<file path="src/rtl/ysyx_22040750_bus_pkg.sv">
// ysyx_22040750_bus_pkg: shared state and owner encodings for the memory arbiter
package ysyx_22040750_bus_pkg;
    typedef enum logic [1:0] {S_IDLE = 2'd0, S_REQ = 2'd1, S_WAIT = 2'd2} state_t;
    typedef enum logic {OWN_IF = 1'b0, OWN_MEM = 1'b1} owner_t;
endpackage

</file>
<file path="src/rtl/ysyx_22040750_prio_sel.sv">
// ysyx_22040750_prio_sel: MEM-first grant with a starvation counter that lets IF through
module ysyx_22040750_prio_sel #(
    parameter int STARVE_MAX = 4
) (
    input  logic i_clk,
    input  logic i_rst_n,
    input  logic i_en,
    input  logic i_if_valid,
    input  logic i_mem_valid,
    output logic o_grant_if,
    output logic o_grant_mem
);
    localparam int CW = $clog2(STARVE_MAX + 2);
    logic [CW-1:0] r_cnt;
    logic          w_starved;
    assign w_starved   = r_cnt == CW'(STARVE_MAX);
    assign o_grant_if  = i_en & i_if_valid & (~i_mem_valid | w_starved);
    assign o_grant_mem = i_en & i_mem_valid & ~o_grant_if;
    always_ff @(posedge i_clk or negedge i_rst_n) begin
        if (!i_rst_n)
            r_cnt <= '0;
        else if (o_grant_if || (o_grant_mem && !i_if_valid))
            r_cnt <= '0;
        else if (o_grant_mem && !w_starved)
            r_cnt <= r_cnt + CW'(1);
    end
endmodule

</file>
<file path="src/rtl/ysyx_22040750_mem_arbiter.sv">
// ysyx_22040750_mem_arbiter: arbitrates IF and MEM requesters onto one single-outstanding bus
module ysyx_22040750_mem_arbiter
    import ysyx_22040750_bus_pkg::*;
#(
    parameter int STARVE_MAX = 4
) (
    input  logic        I_sys_clk,
    input  logic        I_rst_n,
    input  logic        I_if_req_valid,
    input  logic [31:0] I_if_addr,
    output logic        O_if_req_ready,
    output logic        O_if_resp_valid,
    output logic [63:0] O_if_rdata,
    input  logic        I_mem_req_valid,
    input  logic [31:0] I_mem_addr,
    input  logic        I_mem_wen,
    input  logic [63:0] I_mem_wdata,
    input  logic [7:0]  I_mem_wstrb,
    output logic        O_mem_req_ready,
    output logic        O_mem_resp_valid,
    output logic [63:0] O_mem_rdata,
    output logic        O_bus_req_valid,
    input  logic        I_bus_req_ready,
    output logic [31:0] O_bus_addr,
    output logic        O_bus_wen,
    output logic [63:0] O_bus_wdata,
    output logic [7:0]  O_bus_wstrb,
    input  logic        I_bus_resp_valid,
    input  logic [63:0] I_bus_rdata,
    output logic        O_busy
);
    state_t      r_state, w_next;
    owner_t      r_owner;
    logic        w_grant_if, w_grant_mem;
    logic [31:0] r_addr;
    logic        r_wen;
    logic [63:0] r_wdata;
    logic [7:0]  r_wstrb;
    logic        r_if_resp_valid, r_mem_resp_valid;
    logic [63:0] r_if_rdata, r_mem_rdata;

    // gating with reset keeps req_ready low while reset is held
    ysyx_22040750_prio_sel #(.STARVE_MAX(STARVE_MAX)) u_prio_sel (
        .i_clk       (I_sys_clk),
        .i_rst_n     (I_rst_n),
        .i_en        ((r_state == S_IDLE) & I_rst_n),
        .i_if_valid  (I_if_req_valid),
        .i_mem_valid (I_mem_req_valid),
        .o_grant_if  (w_grant_if),
        .o_grant_mem (w_grant_mem)
    );

    always_comb begin
        w_next = r_state;
        w_next = (r_state == S_IDLE) ? ((w_grant_if | w_grant_mem) ? S_REQ : S_IDLE)
               : (r_state == S_REQ)  ? (I_bus_req_ready ? S_WAIT : S_REQ)
               : (r_state == S_WAIT) ? (I_bus_resp_valid ? S_IDLE : S_WAIT)
               : S_IDLE;
    end

    always_ff @(posedge I_sys_clk or negedge I_rst_n) begin
        if (!I_rst_n)
            r_state <= S_IDLE;
        else
            r_state <= w_next;
    end

    always_ff @(posedge I_sys_clk or negedge I_rst_n) begin
        if (!I_rst_n) begin
            r_owner          <= OWN_IF;
            r_addr           <= '0;
            r_wen            <= 1'b0;
            r_wdata          <= '0;
            r_wstrb          <= '0;
            r_if_resp_valid  <= 1'b0;
            r_mem_resp_valid <= 1'b0;
            r_if_rdata       <= '0;
            r_mem_rdata      <= '0;
        end else begin
            r_if_resp_valid  <= 1'b0;
            r_mem_resp_valid <= 1'b0;
            if (w_grant_mem) begin
                r_owner <= OWN_MEM;
                r_addr  <= I_mem_addr;
                r_wen   <= I_mem_wen;
                r_wdata <= I_mem_wdata;
                r_wstrb <= I_mem_wstrb;
            end else if (w_grant_if) begin
                r_owner <= OWN_IF;
                r_addr  <= I_if_addr;
                r_wen   <= 1'b0;
                r_wdata <= '0;
                r_wstrb <= '0;
            end
            if (r_state == S_WAIT && I_bus_resp_valid) begin
                if (r_owner == OWN_MEM) begin
                    r_mem_resp_valid <= 1'b1;
                    r_mem_rdata      <= r_wen ? '0 : I_bus_rdata;
                end else begin
                    r_if_resp_valid <= 1'b1;
                    r_if_rdata      <= I_bus_rdata;
                end
            end
        end
    end

    assign O_if_req_ready   = w_grant_if;
    assign O_mem_req_ready  = w_grant_mem;
    assign O_if_resp_valid  = r_if_resp_valid;
    assign O_if_rdata       = r_if_rdata;
    assign O_mem_resp_valid = r_mem_resp_valid;
    assign O_mem_rdata      = r_mem_rdata;
    assign O_bus_req_valid  = r_state == S_REQ;
    assign O_bus_addr       = r_addr;
    assign O_bus_wen        = r_wen;
    assign O_bus_wdata      = r_wdata;
    assign O_bus_wstrb      = r_wstrb;
    assign O_busy           = r_state != S_IDLE;
endmodule

</file>
<file path="config.mk">
export PLATFORM = sky130hd
export DESIGN_NAME = ysyx_22040750_mem_arbiter
export DESIGN_NICKNAME = d
export VERILOG_FILES = /design/src/rtl/ysyx_22040750_bus_pkg.sv /design/src/rtl/ysyx_22040750_prio_sel.sv /design/src/rtl/ysyx_22040750_mem_arbiter.sv
export SDC_FILE = /design/constraint.sdc
export NUM_CORES = 1
export LEC_CHECK = 0
export BUFFER_PORTS_ARGS = -buffer_cell sky130_fd_sc_hd__buf_4
export CORE_AREA = 2 2 171 173
export DETAILED_ROUTE_END_ITERATION = 8
export DIE_AREA = 0 0 173 175
export GPL_TIMING_DRIVEN = 0
export PLACE_DENSITY_LB_ADDON = 0.05
export RECOVER_POWER = 100
export REMOVE_ABC_BUFFERS = 1
export SKIP_LAST_GASP = 1
export SYNTH_ARGS = -nofsm -noshare
export SYNTH_HDL_FRONTEND = slang
export SYNTH_HIERARCHICAL = 1
export SYNTH_SLANG_ARGS = --single-unit
</file>
<file path="constraint.sdc">
create_clock -name I_sys_clk -period 2.3 [get_ports I_sys_clk]
set_clock_uncertainty 0.2 [all_clocks]
set_input_delay 0.23 -clock I_sys_clk [delete_from_list [all_inputs] [get_ports I_sys_clk]]
set_output_delay 0.23 -clock I_sys_clk [all_outputs]
set_load 0.03 [all_outputs]
</file>
## Yosys cells after proc, flatten, opt, wreduce, memory -nomap -nowiden

Index checks and enable logic that the tools add are counted.

| storage, ports and cells | value |
|---|---|
| flip-flop bits (word level) | 241 |
| bits in latches | 0 |
| RAM bits | 0 |
| ROM bits | 0 |
| bits of input ports | 207 |
| output and inout bits | 239 |
| logic and storage cells | 59 |
| memories | 0 |

| operators by class | value |
|---|---|
| add/sub/neg operators | 1 |
| $mul | 0 |
| divide/modulo/power cells | 0 |
| magnitude comparators | 0 |
| equal/unequal tests | 3 |
| shifts and indexed selects | 0 |
| multiplexer cells | 22 |
| bitwise operators | 10 |
| reductions and logical operators | 12 |

Operators with widths:

| kind | number |
|---|---|
| $mux 64 | 3 |
| $mux 32 | 2 |
| $mux 8 | 2 |
| $mux 2 | 5 |
| $mux 1 | 8 |
| $mux 3 | 2 |
| $reduce_bool 2->1 | 3 |
| $and 1x1->1 | 5 |
| $reduce_and 2->1 | 2 |
| $add 3x1->3 const B | 1 |
| $eq 3x3->1 const B | 1 |
| $logic_and 1x1->1 | 3 |
| $not 1->1 | 3 |
| $eq 2x1->1 const B | 1 |
| $eq 2x2->1 const B | 1 |
| $logic_not 1->1 | 2 |
| $logic_not 2->1 | 1 |
| $or 1x1->1 | 2 |
| $logic_or 1x1->1 | 1 |

## Longest topological paths before layout

| logic depth | value |
|---|---|
| depth after elaboration | 9 |
| depth in mapped cells | 10 |

## By module

The synthesis kept the hierarchy.

By module, submodules not included:

| module | instances | cells an instance | area an instance (µm²) | seq. area each (µm²) |
|---|---|---|---|---|
| ysyx_22040750_mem_arbiter | 1 | 663 | 9899.5 | 5955.7 |
| ysyx_22040750_prio_sel | 1 | 22 | 187.7 | 75.1 |

## Worst setup path after synthesis

Ideal clock, no wire load.

| path | value |
|---|---|
| kind | register to register |
| start | register r_state[1] |
| end | register r_wdata[10] (netlist: O_bus_wdata[10]) |
| library setup time | 0.121 ns |
| data arrival time | 2.576 ns |
| required time | 1.979 ns |
| slack | -0.597 ns |
| stages on the path, launching flop included | 10 |
| path buffers | 3 |
| cell sequence | dfrtp_1 or2_2 nor2_1 nand2_1 a21oi_2 nor2_1 buf_2 buf_2 clkbuf_1 a22o_1 |

| between the ends | value |
|---|---|
| cells in the longest elaborated chain, start to end | 7 |
| elaborated cells on any way between the ends | 9 |

Ends and longest elaborated chain:

| element | line | source |
|---|---|---|
| start: declaration | ysyx_22040750_mem_arbiter.sv:32 | `state_t r_state, w_next;` |
| start signal: assignment | ysyx_22040750_mem_arbiter.sv:65 | `r_state <= w_next;` |
| $logic_not 2->1 (*) | ysyx_22040750_mem_arbiter.sv:46 | `.i_en ((r_state == S_IDLE) & I_rst_n),` |
| $and 1x1->1 (*) | ysyx_22040750_mem_arbiter.sv:46 |  |
| $and 1x1->1 (*) (2 in a row) | ysyx_22040750_prio_sel.sv:17 | `assign o_grant_if = i_en & i_if_valid & (~i_mem_valid \| w_starved);` |
| via O_if_req_ready | ysyx_22040750_mem_arbiter.sv:11 | `output logic O_if_req_ready,` |
| $not 1->1 (*) | ysyx_22040750_prio_sel.sv:18 | `assign o_grant_mem = i_en & i_mem_valid & ~o_grant_if;` |
| $and 1x1->1 (*) | ysyx_22040750_prio_sel.sv:18 |  |
| via O_mem_req_ready | ysyx_22040750_mem_arbiter.sv:19 | `output logic O_mem_req_ready,` |
| $mux 64 / $reduce_bool 2->1 (equally long branches) | - |  |
| end signal: assignment | ysyx_22040750_mem_arbiter.sv:86 | `r_wdata <= I_mem_wdata;` |
| end: declaration | ysyx_22040750_mem_arbiter.sv:37 | `logic [63:0] r_wdata;` |

The timed path passes the listed nets; every way through them passes the cells marked *.
A chain may end at the register's enable or synchronous reset.

## Final worst setup path

| path | value |
|---|---|
| start | register r_state[0] |
| end | output O_mem_req_ready |

| between the ends | value |
|---|---|
| cells in the longest elaborated chain, start to end | 6 |
| elaborated cells on any way between the ends | 7 |

Ends and longest elaborated chain:

| element | line |
|---|---|
| $logic_not 2->1 (*) | ysyx_22040750_mem_arbiter.sv:46 |
| $and 1x1->1 (*) | ysyx_22040750_mem_arbiter.sv:46 |
| $and 1x1->1 (2 in a row) | ysyx_22040750_prio_sel.sv:17 |
| $not 1->1 | ysyx_22040750_prio_sel.sv:18 |
| $and 1x1->1 (*) | ysyx_22040750_prio_sel.sv:18 |
| end: declaration | ysyx_22040750_mem_arbiter.sv:19 |

Mark *: on every way between the ends. The rest lies on a longest branch, timed or not.

==> impl_metrics.toml <==
[layout]
n_fill_cell = 2561
final_cell_mix = "clkbuf_1 (241), dfrtp_1 (239), buf_4 (226)"
areaGrowthSynthToFinish_pct = 63.7
nNetsFinal = 1581
seqCellArea_mm2 = 0.00603
drive_above_1_share_pct = 31.8
multi_input_area_mm2 = 0.00373
fin_util_pct = 58.2
layout_commonest_cell = "clkbuf_1"
final_area_mm2 = 0.0165

[sta]
finalHoldViolCount = 0
fmax_ghz = 0.413
maxSlewViolCount = 0
rsz0062_at_grt = "true"
worstMarginPinSlew_ns = 0.872
period_share_pct = 105
final-setup-viol-count = 2
holdWs_ns = 0.248
setup_slack_ns = -0.124
period_needed_ns = 2.42
relSlewSlack_pct = 41.8

[clock_network]
clk_latency_ns = 0.53
clock-root-buffer = "clkbuf_16"
cts.sinks = 241
cts_made_buffers = 28
clockBufferDepth = 3
cts.clk_slew.worst_paths_ns = 0.06
cts_tree = "done"
htreeDepth = 1

[detailed_routing]
wl_per_cell_um = 19.4
avgViaCountPerCell = 4.66
first_pass_iters = 4
drt-total-wl_mm = 34.5
drc = 0
drtAntennaViolNets = 0
drtIter0Drc = 317
via_count = 8299

[power]
powerDensity_mw_per_mm2 = 1370
power_leakage_nw = 7.53
finalPower_w = 0.0226
ir_worst_vdd_mv = 0.700

[floorplan]
initial_core_util_pct = 35.5
coreArea_mm2 = 0.0284
die_w_um = 173
dieArea_mm2 = 0.0303
std_cell_rows = 62
die_h_um = 175
ios = 446

[global_routing]
grt_pass1_wl_mm = 52.5
grtUsageTotal_pct = 21.9
antenna_found_initial = 1
grt_pass1_vias = 8959
gr-total-overflow = 0
grt_max_degree = 91

[critical_path]
reg2reg_depth = 4
rrSetupSlack_ns = 0.05
rr_endpoint = "O_if_rdata[13]$_DFFE_PN0P_"
crit_required_ns = 1.87
critPathLaunchType = "flip-flop"
r2r_start = "r_state[0]$_DFF_PN0_"
path_class = "reg2out"
cp-end-kind = "output pin"
cp_max_fo = 3
cp.arrival_ns = 1.99

[flow_run]
drv_cap = 0

[run_status]
violations = "setup timing"
outcome = "finished with violations"

[synthesis]
ys_seq_area_share_pct = 59.8
yosys_warnings = 6
syn_area_per_cell_um2 = 14.7
syn_area_mm2 = 0.0101
synth_cells = 685
ys_ff_latch = 241
netlist-cell-type-count = 30

[place]
place.port_buffers = 445
place_hpwl_mm = 20.9
post_dp_cell_area_mm2 = 0.0138
place.gp.congestion = 0.752
post-place-ws_ns = -1.80

[worst_hold_path]
min-delay-start = "I_mem_addr[23]"
holdPathEnd = "O_bus_addr[23]$_DFFE_PN0P_"
hold_class = "in2reg"
holdPathStages = 4
[final cells by class]
class | instances | share of cell area [%]
clock buffers | 41 | 5.09
diodes | 1 | 0.0152
well taps | 384 | 2.91
multi-input cells | 396 | 22.6
clock inverters | 11 | 0.818
inverters | 4 | 0.0909
flip-flops and latches | 241 | 36.5
repair buffers | 701 | 32.0
[state kept, by name, indices dropped and copies added, names as in the netlist]
signal            flops
O_if_resp_valid       1
O_bus_wdata          64
O_bus_addr           32
O_mem_rdata          64
r_owner               1
O_if_rdata           64
O_bus_wen             1
O_mem_resp_valid      1
O_bus_wstrb           8
r_state               2
u_prio_sel/r_cnt      3
[repair_timing]
action                                  in CTS  in global routing
hold buffers                               209                  6
cloned                                      10                  3
endpoints found under the setup margin     202                 90
hold endpoints to repair                   479                112
pin swaps                                    5                  5
gates resized for setup                     13                  3
setup buffers                               16                  7
[kinds of logic after synthesis]
| logic type | synth area share [%] |
|---|---|
| AND/OR/NAND/NOR | 6.38 |
| adder cells (fa/ha/maj) | 0.248 |
| multiplexers | 21.1 |
| AO/OA/AOI/OAI | 8.45 |
| buffers and inverters | 4.03 |
| flip-flops | 59.8 |
[power breakdown]
part           switching, W  internal, W  leakage (nW)
clock network       0.00180      0.00286         0.480
registers           0.00119      0.00619          3.02
logic               0.00671      0.00386          4.03
total               0.00970       0.0129          7.53
[worst max-delay path by stage]
stage	startpoint	to	slack (ns)	cells after the start
2_1_floorplan	r_state[1]$_DFF_PN0_	O_bus_wdata[0]$_DFFE_PN0P_	-6.36	7
3_3_place_gp	I_rst_n	O_bus_wdata[39]$_DFFE_PN0P_	-13.86	7
3_5_place_dp	I_rst_n	O_bus_wdata[26]$_DFFE_PN0P_	-1.80	12
4_1_cts	r_state[1]$_DFF_PN0_	O_mem_req_ready	-0.18	8
5_1_grt	r_state[0]$_DFF_PN0_	O_mem_req_ready	-0.20	8
6_report	r_state[0]$_DFF_PN0_	O_mem_req_ready	-0.12	8
[cell usage after synthesis]
cell type	instances	area, um^2
o31ai_1	1	7.51
ha_1	2	25.0
and4b_4	1	13.8
and4bb_4	1	16.3
a21o_1	1	7.51
a21oi_2	1	8.76
nor3_1	1	5.00
a32o_1	1	10.0
mux2_4	98	1470
nor3b_1	1	7.51
mux2_2	30	338
nor2_1	2	7.51
clkbuf_1	19	71.3
nand3_1	1	5.00
nor2_2	1	6.26
buf_12	10	200
nand2b_1	3	18.8
buf_8	2	30.0
inv_1	4	15.0
or2_2	1	6.26
buf_2	15	75.1
o21ai_1	2	10.0
buf_4	2	15.0
o22ai_1	2	12.5
mux2i_1	32	320
dfrtp_1	241	6030
nand2_1	40	150
nor2b_1	65	407
o21ai_0	33	165
a22o_1	72	631
[per-stage QoR]
step,TNS (ns),cells
after floorplan,-621.69,637
after global placement,-1745.42,1466
after detailed placement,-167.77,1477
after CTS,-0.274,1763
after global routing,-4.23,1779
final,-0.165,1779
[layer usage]
layer  track usage, %  wire length [um]  vias up
met1             27.1             14200     4161
met2             37.6             17200      267
met4             7.24              1110        0
met5                0                 0        -
met3             5.29              1970       68
li1                 -                 -     3803
[worst max-delay path, stage by stage (launching register included)]
cell and delay (ns):
dfrtp_1 0.39, or2_4 0.27, nor2_4 0.12, nand2_2 0.09, a21oi_4 0.15, buf_12 0.13
nor2_4 0.05, buf_12 0.13, buf_8 0.13
No activity file was read; power rests on OpenSTA's default activity.
